File: config.mk
export PLATFORM = sky130hd
export DESIGN_NAME = seg_scan_driver
export DESIGN_NICKNAME = d
export VERILOG_FILES = /design/src/rtl/seg_scan_driver.sv
export SDC_FILE = /design/constraint.sdc
export NUM_CORES = 1
export LEC_CHECK = 0
export BUFFER_PORTS_ARGS = -buffer_cell sky130_fd_sc_hd__clkbuf_2
export CAP_MARGIN = 20
export CORE_AREA = 2 2 86 88
export DETAILED_ROUTE_END_ITERATION = 8
export DIE_AREA = 0 0 88 90
export PLACE_DENSITY = 0.78
export SLEW_MARGIN = 20
export SYNTH_ARGS = -nofsm -noshare
export SYNTH_HDL_FRONTEND = slang
export SYNTH_SLANG_ARGS = --single-unit
File: constraint.sdc
create_clock -name clk -period 3.4 [get_ports clk]
set_clock_uncertainty 0.1 [all_clocks]
set_input_delay 0.17 -clock clk [delete_from_list [all_inputs] [get_ports clk]]
set_output_delay 0.17 -clock clk [all_outputs]
set_load 0.01 [all_outputs]
File: src/rtl/seg_scan_driver.sv
// seg_scan_driver
// Multiplexed 7-segment display driver. The 1 kHz scan clock from the divider
// is synchronised and edge-detected in the clk domain. Each rising edge steps
// one digit, with an all-dark blank interval before the digit is lit. A shadow
// copy of the digit bus, decimal points and leading-zero enable is taken at the
// start of every frame, so a frame never mixes old and new values.
//
// Ports:
//   clk         system clock
//   rst         asynchronous, active-high reset
//   scan_in     divided scan clock (asynchronous to clk)
//   digits      packed digit values, digit i in [4i+3:4i]
//   dp_mask     decimal point per digit, 1 = lit
//   lzb_en      leading-zero blanking enable, captured with the snapshot
//   an          digit enables, active-low
//   seg         segments, active-low, {dp,g,f,e,d,c,b,a}
//   frame_start one-cycle pulse in the cycle the snapshot is taken
module seg_scan_driver #(
    parameter int DIGITS    = 8,
    parameter int BLANK_CYC = 16
) (
    input  logic                  clk,
    input  logic                  rst,
    input  logic                  scan_in,
    input  logic [4*DIGITS-1:0]   digits,
    input  logic [DIGITS-1:0]     dp_mask,
    input  logic                  lzb_en,
    output logic [DIGITS-1:0]     an,
    output logic [7:0]            seg,
    output logic                  frame_start
);

    localparam int              IDX_W    = (DIGITS > 1) ? $clog2(DIGITS) : 1;
    localparam logic [IDX_W-1:0] IDX_LAST = IDX_W'(DIGITS - 1);
    localparam logic [7:0]      CNT_LAST = 8'(BLANK_CYC - 1);

    typedef enum logic [1:0] {
        ST_IDLE,
        ST_BLANK,
        ST_SHOW
    } state_t;

    // Synchroniser and edge detector
    logic sync1_q, sync2_q, sync3_q;
    logic tick;

    state_t                state_q, state_d;
    logic [IDX_W-1:0]      idx_q, idx_d;
    logic [7:0]            cnt_q, cnt_d;
    logic [4*DIGITS-1:0]   digits_sh_q, digits_sh_d;
    logic [DIGITS-1:0]     dp_sh_q, dp_sh_d;
    logic                  lzb_sh_q, lzb_sh_d;
    logic [DIGITS-1:0]     an_q, an_d;
    logic [7:0]            seg_q, seg_d;
    logic                  frame_start_q, frame_start_d;

    logic [3:0]            dig_sh [DIGITS];
    logic [DIGITS-1:0]     lead_zero;     // digit and everything above it is 0
    logic [DIGITS-1:0]     blank_digit;   // digit suppressed by leading-zero blanking
    logic [DIGITS-1:0]     an_show;       // active-low enable pattern for idx_d

    assign tick = sync2_q & ~sync3_q;

    function automatic logic [6:0] seg_decode(input logic [3:0] v);
        logic [6:0] s;
        case (v)
            4'h0: s = 7'h40;
            4'h1: s = 7'h79;
            4'h2: s = 7'h24;
            4'h3: s = 7'h30;
            4'h4: s = 7'h19;
            4'h5: s = 7'h12;
            4'h6: s = 7'h02;
            4'h7: s = 7'h78;
            4'h8: s = 7'h00;
            4'h9: s = 7'h10;
            4'hA: s = 7'h08;
            4'hB: s = 7'h03;
            4'hC: s = 7'h46;
            4'hD: s = 7'h21;
            4'hE: s = 7'h06;
            default: s = 7'h0E;
        endcase
        return s;
    endfunction

    generate
        for (genvar gi = 0; gi < DIGITS; gi++) begin : g_digit
            assign dig_sh[gi]  = digits_sh_q[4*gi +: 4];
            assign an_show[gi] = (idx_d != IDX_W'(gi));
            // Leading-zero chain runs from the most significant digit down.
            if (gi == DIGITS - 1) begin : g_top
                assign lead_zero[gi] = (dig_sh[gi] == 4'h0);
            end else begin : g_rest
                assign lead_zero[gi] = (dig_sh[gi] == 4'h0) & lead_zero[gi+1];
            end
            // Digit 0 always shows, even when the whole value is zero.
            if (gi == 0) begin : g_lsd
                assign blank_digit[gi] = 1'b0;
            end else begin : g_upper
                assign blank_digit[gi] = lzb_sh_q & lead_zero[gi];
            end
        end
    endgenerate

    always_comb begin
        state_d       = state_q;
        idx_d         = idx_q;
        cnt_d         = cnt_q;
        digits_sh_d   = digits_sh_q;
        dp_sh_d       = dp_sh_q;
        lzb_sh_d      = lzb_sh_q;
        frame_start_d = 1'b0;

        case (state_q)
            ST_BLANK: begin
                // Ticks arriving here are dropped, not queued.
                if (cnt_q == CNT_LAST) begin
                    state_d = ST_SHOW;
                end else begin
                    cnt_d = cnt_q + 8'd1;
                end
            end
            default: begin // ST_IDLE and ST_SHOW accept ticks
                if (tick) begin
                    state_d = ST_BLANK;
                    cnt_d   = 8'd0;
                    idx_d   = (idx_q == IDX_LAST) ? '0 : idx_q + IDX_W'(1);
                    if (idx_d == '0) begin
                        digits_sh_d   = digits;
                        dp_sh_d       = dp_mask;
                        lzb_sh_d      = lzb_en;
                        frame_start_d = 1'b1;
                    end
                end
            end
        endcase

        // Outputs are registered from the next state, so they change on the
        // same edge as the state itself.
        an_d  = '1;
        seg_d = 8'hFF;
        if (state_d == ST_SHOW) begin
            an_d  = an_show;
            seg_d = {~dp_sh_q[idx_d],
                     blank_digit[idx_d] ? 7'h7F : seg_decode(dig_sh[idx_d])};
        end
    end

    always_ff @(posedge clk or posedge rst) begin
        if (rst) begin
            sync1_q       <= 1'b0;
            sync2_q       <= 1'b0;
            sync3_q       <= 1'b0;
            state_q       <= ST_IDLE;
            idx_q         <= IDX_LAST;
            cnt_q         <= 8'd0;
            digits_sh_q   <= '0;
            dp_sh_q       <= '0;
            lzb_sh_q      <= 1'b0;
            an_q          <= '1;
            seg_q         <= 8'hFF;
            frame_start_q <= 1'b0;
        end else begin
            sync1_q       <= scan_in;
            sync2_q       <= sync1_q;
            sync3_q       <= sync2_q;
            state_q       <= state_d;
            idx_q         <= idx_d;
            cnt_q         <= cnt_d;
            digits_sh_q   <= digits_sh_d;
            dp_sh_q       <= dp_sh_d;
            lzb_sh_q      <= lzb_sh_d;
            an_q          <= an_d;
            seg_q         <= seg_d;
            frame_start_q <= frame_start_d;
        end
    end

    assign an          = an_q;
    assign seg         = seg_q;
    assign frame_start = frame_start_q;

endmodule

==> run_results.csv, run 1 <==
group,metric,value,unit
status,status,"completed",
synth,yosys_warnings,0,
grt,grt_pass1_wl,14800,µm
worst_setup_path,required,3.58,ns
flow_run,drv_cap,0,
cells_and_area,utilization,69.1,%
routing,detail_route.wl_per_cell,16.3,µm
die,start_util,54.7,%
synth,yosys_register_bits,74,
cts,cts_root_buffer,"clkbuf_8",
hold_path,min_path_type,"flop to flop",
routing,drc,0,
worst_setup_path,ff2ff_path_depth,13,
grt,grt_pass1_vias,2981,
timing,tightest_slew,0.869,ns
cells_and_area,regArea,0.00188,mm²
routing,vias_per_cell,5.51,
synth,ys_top_cells_by_area,"dfrtp_1 36%, dfstp_2 13%, mux2_2 10%",
cells_and_area,multiInputGateArea,0.00181,mm²
synth,synth_edf_count,0,
timing,period_needed,3.19,ns
synth,yosysTopAreaCell,"dfrtp_1",
grt,gr-total-overflow,0,
worst_setup_path,rr_endpoint,"seg[3]$_DFF_PP1_",
cts,post_cts_buffers,0,
routing,detail-route-antenna-nets,0,
synth,synthCells,326,
worst_setup_path,cp-endpoint,"seg[3]$_DFF_PP1_",
cells_and_area,layout.nets,487,
worst_setup_path,worst-r2r-setup-slack,0.21,ns
grt,grt_usage,24.1,%
worst_setup_path,worst-path-max-fanout,9,
synth,async_flop_share,100,%
worst_setup_path,critPathArrivalTime,3.37,ns
synth,synth_ff_type,"dfrtp_1",
timing,finalCritPeriodShare,93.8,%
synth,syn-cell-area,0.00384,mm²
worst_setup_path,start_kind,"flop",
routing,via_count,2966,
timing,relSlewSlack,42.0,%
timing,final-setup-viol-count,0,
worst_setup_path,worstSetupPathType,"flop to flop",
place,pre_cts_ws,0.206,ns
die,chipHeight,90,µm
cts,clk-insertion-delay-late,0.36,ns
timing,finalWorstSetupSlack,0.212,ns
timing,rsz0062_at_grt,"no",
synth,synth_top_cell_area_share,35.8,%
synth,synth_nets,379,
synth,avgSynthCellArea,11.8,µm²
cells_and_area,final_common_cell,"clkbuf_2",
cts,clk_pin_slew,0.08,ns
synth,yosysSeqAreaShare,48.8,%
cts,cts_sinks,74,
timing,fmax,314,MHz
cts,cts_buffer_depth,2,
worst_setup_path,startpoint,"idx_q[0]$_DFF_PP1_",
synth,ys_types,61,
die,core,0.00702,mm²
die,num_rows,31,
place,place_congestion,0.981,
worst_setup_path,endpoint_kind,"flop",
cells_and_area,area_growth,26.4,%
cells_and_area,diodes,0,
worst_setup_path,r2r_start,"idx_q[0]$_DFF_PP1_",
timing,fin_setup_tns,0,ns
cts,htree_levels,3,
die,die_x,88,µm
grt,grt_max_degree,55,
cells_and_area,drive_above_1_share,40.1,%
power_and_ir_drop,vdd_drop_max,441,µV
routing,drt_iter0_markers,163,
place,dp_hpwl,5760,µm
power_and_ir_drop,leakagePower,0.00213,µW
cells_and_area,mostFrequentLayoutCells,"60 x clkbuf_2, 55 x dfrtp_1, 43 x dlygate4sd3_1, 35 x mux2_2, 26 x nand2_1",
cts,numCtsBuffers,9,
routing,drt-total-wl,8790,µm
power_and_ir_drop,power.density,902,mW/mm²
die,ios,61,
cells_and_area,n_fill_cell,519,
cts,cts_tree,"yes",
timing,maxSlewViolCount,0,
place,io_buffers,60,
grt,antenna_found_initial,0,
timing,timing.hold.ws,0.254,ns
timing,hold_viol_final,0,
die,dieArea,0.00792,mm²
routing,first_pass_iters,4,
power_and_ir_drop,finalPower,4380,µW
==> sequential cells by signal, summed over array words and instances, names as in the netlist <==
name	flops
an	8
cnt_q	8
digits_sh_q	32
dp_sh_q	8
frame_start	1
idx_q	3
lzb_sh_q	1
seg	8
state_q	2
sync1_q	1
sync2_q	1
sync3_q	1
==> kinds of logic (layout without fill, tap and decap cells) <==
group                    Yosys count  count (layout)  synth area share (%)
AO/OA/AOI/OAI                     64              64                  16.4
XOR/XNOR                           6               6                  1.37
adder cells (fa/ha/maj)            9               9                  2.93
buffers and inverters             30             143                  4.17
flip-flops                        74              74                  48.8
multiplexers                      44              44                  12.9
AND/OR/NAND/NOR                   99              99                  13.4
==> final cells by class <==
class | count | share of cell area [%]
clock buffer | 10 | 2.84
clock inverter | 6 | 1.37
inverter | 18 | 1.42
multi-input combinational | 222 | 37.2
sequential | 74 | 38.6
tap | 99 | 2.55
timing repair buffer | 109 | 16.0
==> layer usage <==
| metal | vias to the layer above | share of wire [%] | GRT usage (%) |
|---|---|---|---|
| met5 | - | 0 | 0 |
| met1 | 1425 | 45 | 33.4 |
| li1 | 1406 | - | - |
| met3 | 11 | 5.7 | 4.04 |
| met2 | 124 | 48 | 37.9 |
| met4 | 0 | 1.3 | 8.97 |
==> worst min-delay path by stage <==
stage	cells past startpoint	slack, ns	start	to
after floorplan	0	0.10	scan_in	sync1_q$_DFF_PP0_
after global placement	1	0.19	scan_in	sync1_q$_DFF_PP0_
after detailed placement	1	0.19	scan_in	sync1_q$_DFF_PP0_
after CTS	0	0.26	sync1_q$_DFF_PP0_	sync2_q$_DFF_PP0_
after global routing	0	0.27	sync1_q$_DFF_PP0_	sync2_q$_DFF_PP0_
final	0	0.25	sync1_q$_DFF_PP0_	sync2_q$_DFF_PP0_
==> power breakdown <==
group          total [µW]  switching (µW)  internal [µW]
registers            1540             281           1260
clock network         702             344            358
logic                2130            1190            937
==> critical path: stages, from the launching register on <==
cell and delay [ns]:
dfstp_2 0.62, ha_1 0.20, ha_1 0.22, nor2_1 0.10, and3_2 0.30, nor2_2 0.31, and3_1 0.26, o32ai_4 0.14
inv_1 0.13, ha_1 0.22, inv_1 0.06, a221oi_1 0.22, mux2i_1 0.12, o211ai_1 0.11
==> synthesized netlist by cell type (3+ instances only) <==
cell type / instances
ha_1: 9
nand2_1: 26
nor3_1: 3
and3_1: 4
a21oi_2: 3
mux2i_1: 7
inv_1: 16
o21ai_2: 4
nor2_1: 15
nor4_1: 10
a21oi_1: 6
xor2_1: 4
dfrtp_1: 55
o211ai_1: 4
nand3_1: 24
clkbuf_1: 4
dfstp_2: 19
o21ai_0: 15
buf_6: 6
a221oi_1: 4
mux2_2: 35
==> metrics by stage <==
stage / instance area [µm²] / instances
after floorplan: 3840 / 326
final: 4850 / 538
after detailed placement: 4220 / 479
after global placement: 4220 / 479
after global routing: 4850 / 538
after CTS: 4850 / 538
==> timing repair <==
item                                   in CTS  in global routing
endpoints found under the hold margin      70                  0
gates resized for setup                     0                  1
hold buffers                               43                  0
setup endpoints to repair                   0                  2
Note: power is estimated with default switching activity, not from simulation.
==> run 2, diff against run 1 <==
RECOVER_POWER = 25   (was unset)
REMOVE_ABC_BUFFERS = 1   (was unset)
==> run_results.csv, run 2 (synthesis gave the netlist of run 1 again) <==
group,metric,value,unit
routing,detail_route.wl_per_cell,16.5,µm
cells_and_area,largest_register_ffs,32,
place,place_congestion,0.925,
routing,drt-total-wl,8890,µm
die,chipHeight,90,µm
timing,rsz0062_at_grt,"no",
timing,maxSlewViolCount,0,
timing,hold_viol_final,0,
grt,top_usage_layer,"met2",
routing,vias_per_cell,5.65,
status,status,"completed",
die,dieArea,0.00792,mm²
worst_setup_path,worst-r2r-setup-slack,0.25,ns
cells_and_area,layout.nets,486,
cells_and_area,mostFrequentLayoutCells,"55 x dfrtp_1, 46 x clkbuf_2, 43 x dlygate4sd3_1, 35 x mux2_2, 26 x nand2_1",
worst_setup_path,required,3.55,ns
routing,drc,0,
grt,met1_usage,31.5,%
cts,clk_pin_slew,0.08,ns
grt,antenna_found_initial,0,
cells_and_area,diodes,0,
power_and_ir_drop,vdd_drop_max,476,µV
cells_and_area,multiInputGateArea,0.00181,mm²
cts,cts_root_buffer,"clkbuf_8",
cts,cts_tree,"yes",
place,dp_hpwl,5910,µm
power_and_ir_drop,leakagePower,0.00211,µW
routing,drt_iter0_markers,146,
cts,cts_sinks,74,
cts,clk-insertion-delay-late,0.34,ns
worst_setup_path,start_kind,"flop",
worst_setup_path,worstSetupPathType,"flop to flop",
cells_and_area,utilization,69.4,%
flow_run,drv_cap,0,
cells_and_area,regArea,0.00188,mm²
cells_and_area,top_register,"digits_sh_q",
hold_path,holdPathEnd,"sync2_q$_DFF_PP0_",
worst_setup_path,worst-path-max-fanout,9,
routing,via_count,3032,
cts,htree_levels,3,
timing,fmax,318,MHz
timing,finalCritPeriodShare,92.6,%
hold_path,min_path_cells,0,
cts,post_cts_buffers,0,
cells_and_area,drive_above_1_share,35.8,%
grt,met3_usage,6.24,%
cells_and_area,n_fill_cell,521,
grt,grt_pass1_vias,2967,
cts,cts_buffer_depth,2,
cts,numCtsBuffers,9,
place,io_buffers,60,
cells_and_area,final_common_cell,"dfrtp_1",
die,start_util,54.7,%
die,num_rows,31,
grt,grtUsageMet2,37.1,%
worst_setup_path,r2r_start,"idx_q[0]$_DFF_PP1_",
hold_path,min_path_type,"flop to flop",
timing,final-setup-viol-count,0,
die,ios,61,
cells_and_area,area_growth,26.9,%
routing,detail-route-antenna-nets,0,
power_and_ir_drop,power.density,932,mW/mm²
timing,relSlewSlack,3.09,%
routing,first_pass_iters,5,
timing,fin_setup_tns,0,ns
die,core,0.00702,mm²
timing,period_needed,3.15,ns
grt,grt_usage,23.8,%
worst_setup_path,ff2ff_path_depth,13,
grt,gr-total-overflow,0,
timing,tightest_slew,1.45,ns
grt,grt_pass1_wl,14500,µm
hold_path,worstHoldStart,"sync1_q$_DFF_PP0_",
worst_setup_path,rr_endpoint,"seg[0]$_DFF_PP1_",
worst_setup_path,critPathArrivalTime,3.29,ns
die,die_x,88,µm
grt,grt_max_degree,32,
worst_setup_path,endpoint_kind,"flop",
## run 2: cell count changes in the layout (fill, tap and decap cells not counted)
cell	previous run	this run
clkbuf_2	60	46
clkbuf_8	10	11
and3_4	1	2
clkinv_4	1	0
buf_4	6	3
bufinv_16	1	3
clkinv_2	2	0
clkbuf_1	0	17
and3_2	1	0
clkinvlp_4	3	1
inv_1	15	16
## run 2: area by class of cell
class                   count  area share [%]
clock buffers              12            3.18
flip-flops and latches     74            38.5
well taps                  99            2.54
repair buffers            108            15.3
multi-input cells         222            37.1
clock inverters             4            2.00
inverters                  18            1.39
## run 2: layer usage
| metal | wire length [µm] | share of wire, % | vias to the layer above |
|---|---|---|---|
| met5 | 0 | 0 | - |
| met4 | 240 | 2.7 | 0 |
| met3 | 590 | 6.6 | 27 |
| met2 | 4320 | 49 | 126 |
| met1 | 3740 | 42 | 1474 |
| li1 | - | - | 1405 |
## run 2: critical path, cell delays in order, from the launching register on
cell	delay, ns
dfstp_2	0.41
ha_1	0.23
ha_1	0.23
nor2_1	0.23
and3_4	0.31
nor2_2	0.10
and3_1	0.24
o32ai_4	0.39
inv_1	0.15
ha_1	0.24
inv_1	0.07
a221oi_1	0.04
mux2i_1	0.17
o211ai_1	0.12
## run 2: worst max path at each step
stage               depth (start not counted)               start                to
floorplan                                  10  idx_q[0]$_DFF_PP1_  seg[4]$_DFF_PP1_
global placement                           13  idx_q[0]$_DFF_PP1_  seg[0]$_DFF_PP1_
detailed placement                         13  idx_q[0]$_DFF_PP1_  seg[3]$_DFF_PP1_
CTS                                        13  idx_q[0]$_DFF_PP1_  seg[0]$_DFF_PP1_
global route                               13  idx_q[0]$_DFF_PP1_  seg[0]$_DFF_PP1_
finish                                     13  idx_q[0]$_DFF_PP1_  seg[0]$_DFF_PP1_
## run 2: through the flow
stage	hold slack [ns]	area, µm²	total power (µW)	std cells	setup WS, ns
after floorplan	0.101	3750	3090	314	0.0354
after global placement	0.0546	4210	3520	478	0.327
after detailed placement	0.0535	4210	3620	478	0.162
after CTS	0.235	4890	4520	537	0.121
after global routing	0.275	4870	4810	537	0.0317
final	0.251	4870	4540	537	0.252
## run 2: where the power goes
part | total, µW | internal [µW] | leakage [µW] | switching (µW)
clock network | 849 | 528 | 0.000123 | 321
registers | 1540 | 1260 | 0.000846 | 274
logic | 2150 | 923 | 0.00114 | 1230
total | 4540 | 2710 | 0.00211 | 1820
## run 2: timing repair
action | CTS | global route
setup endpoints to repair | 0 | 6
resized for setup | 0 | 2
hold endpoints to repair | 59 | 0
hold buffers | 43 | 0
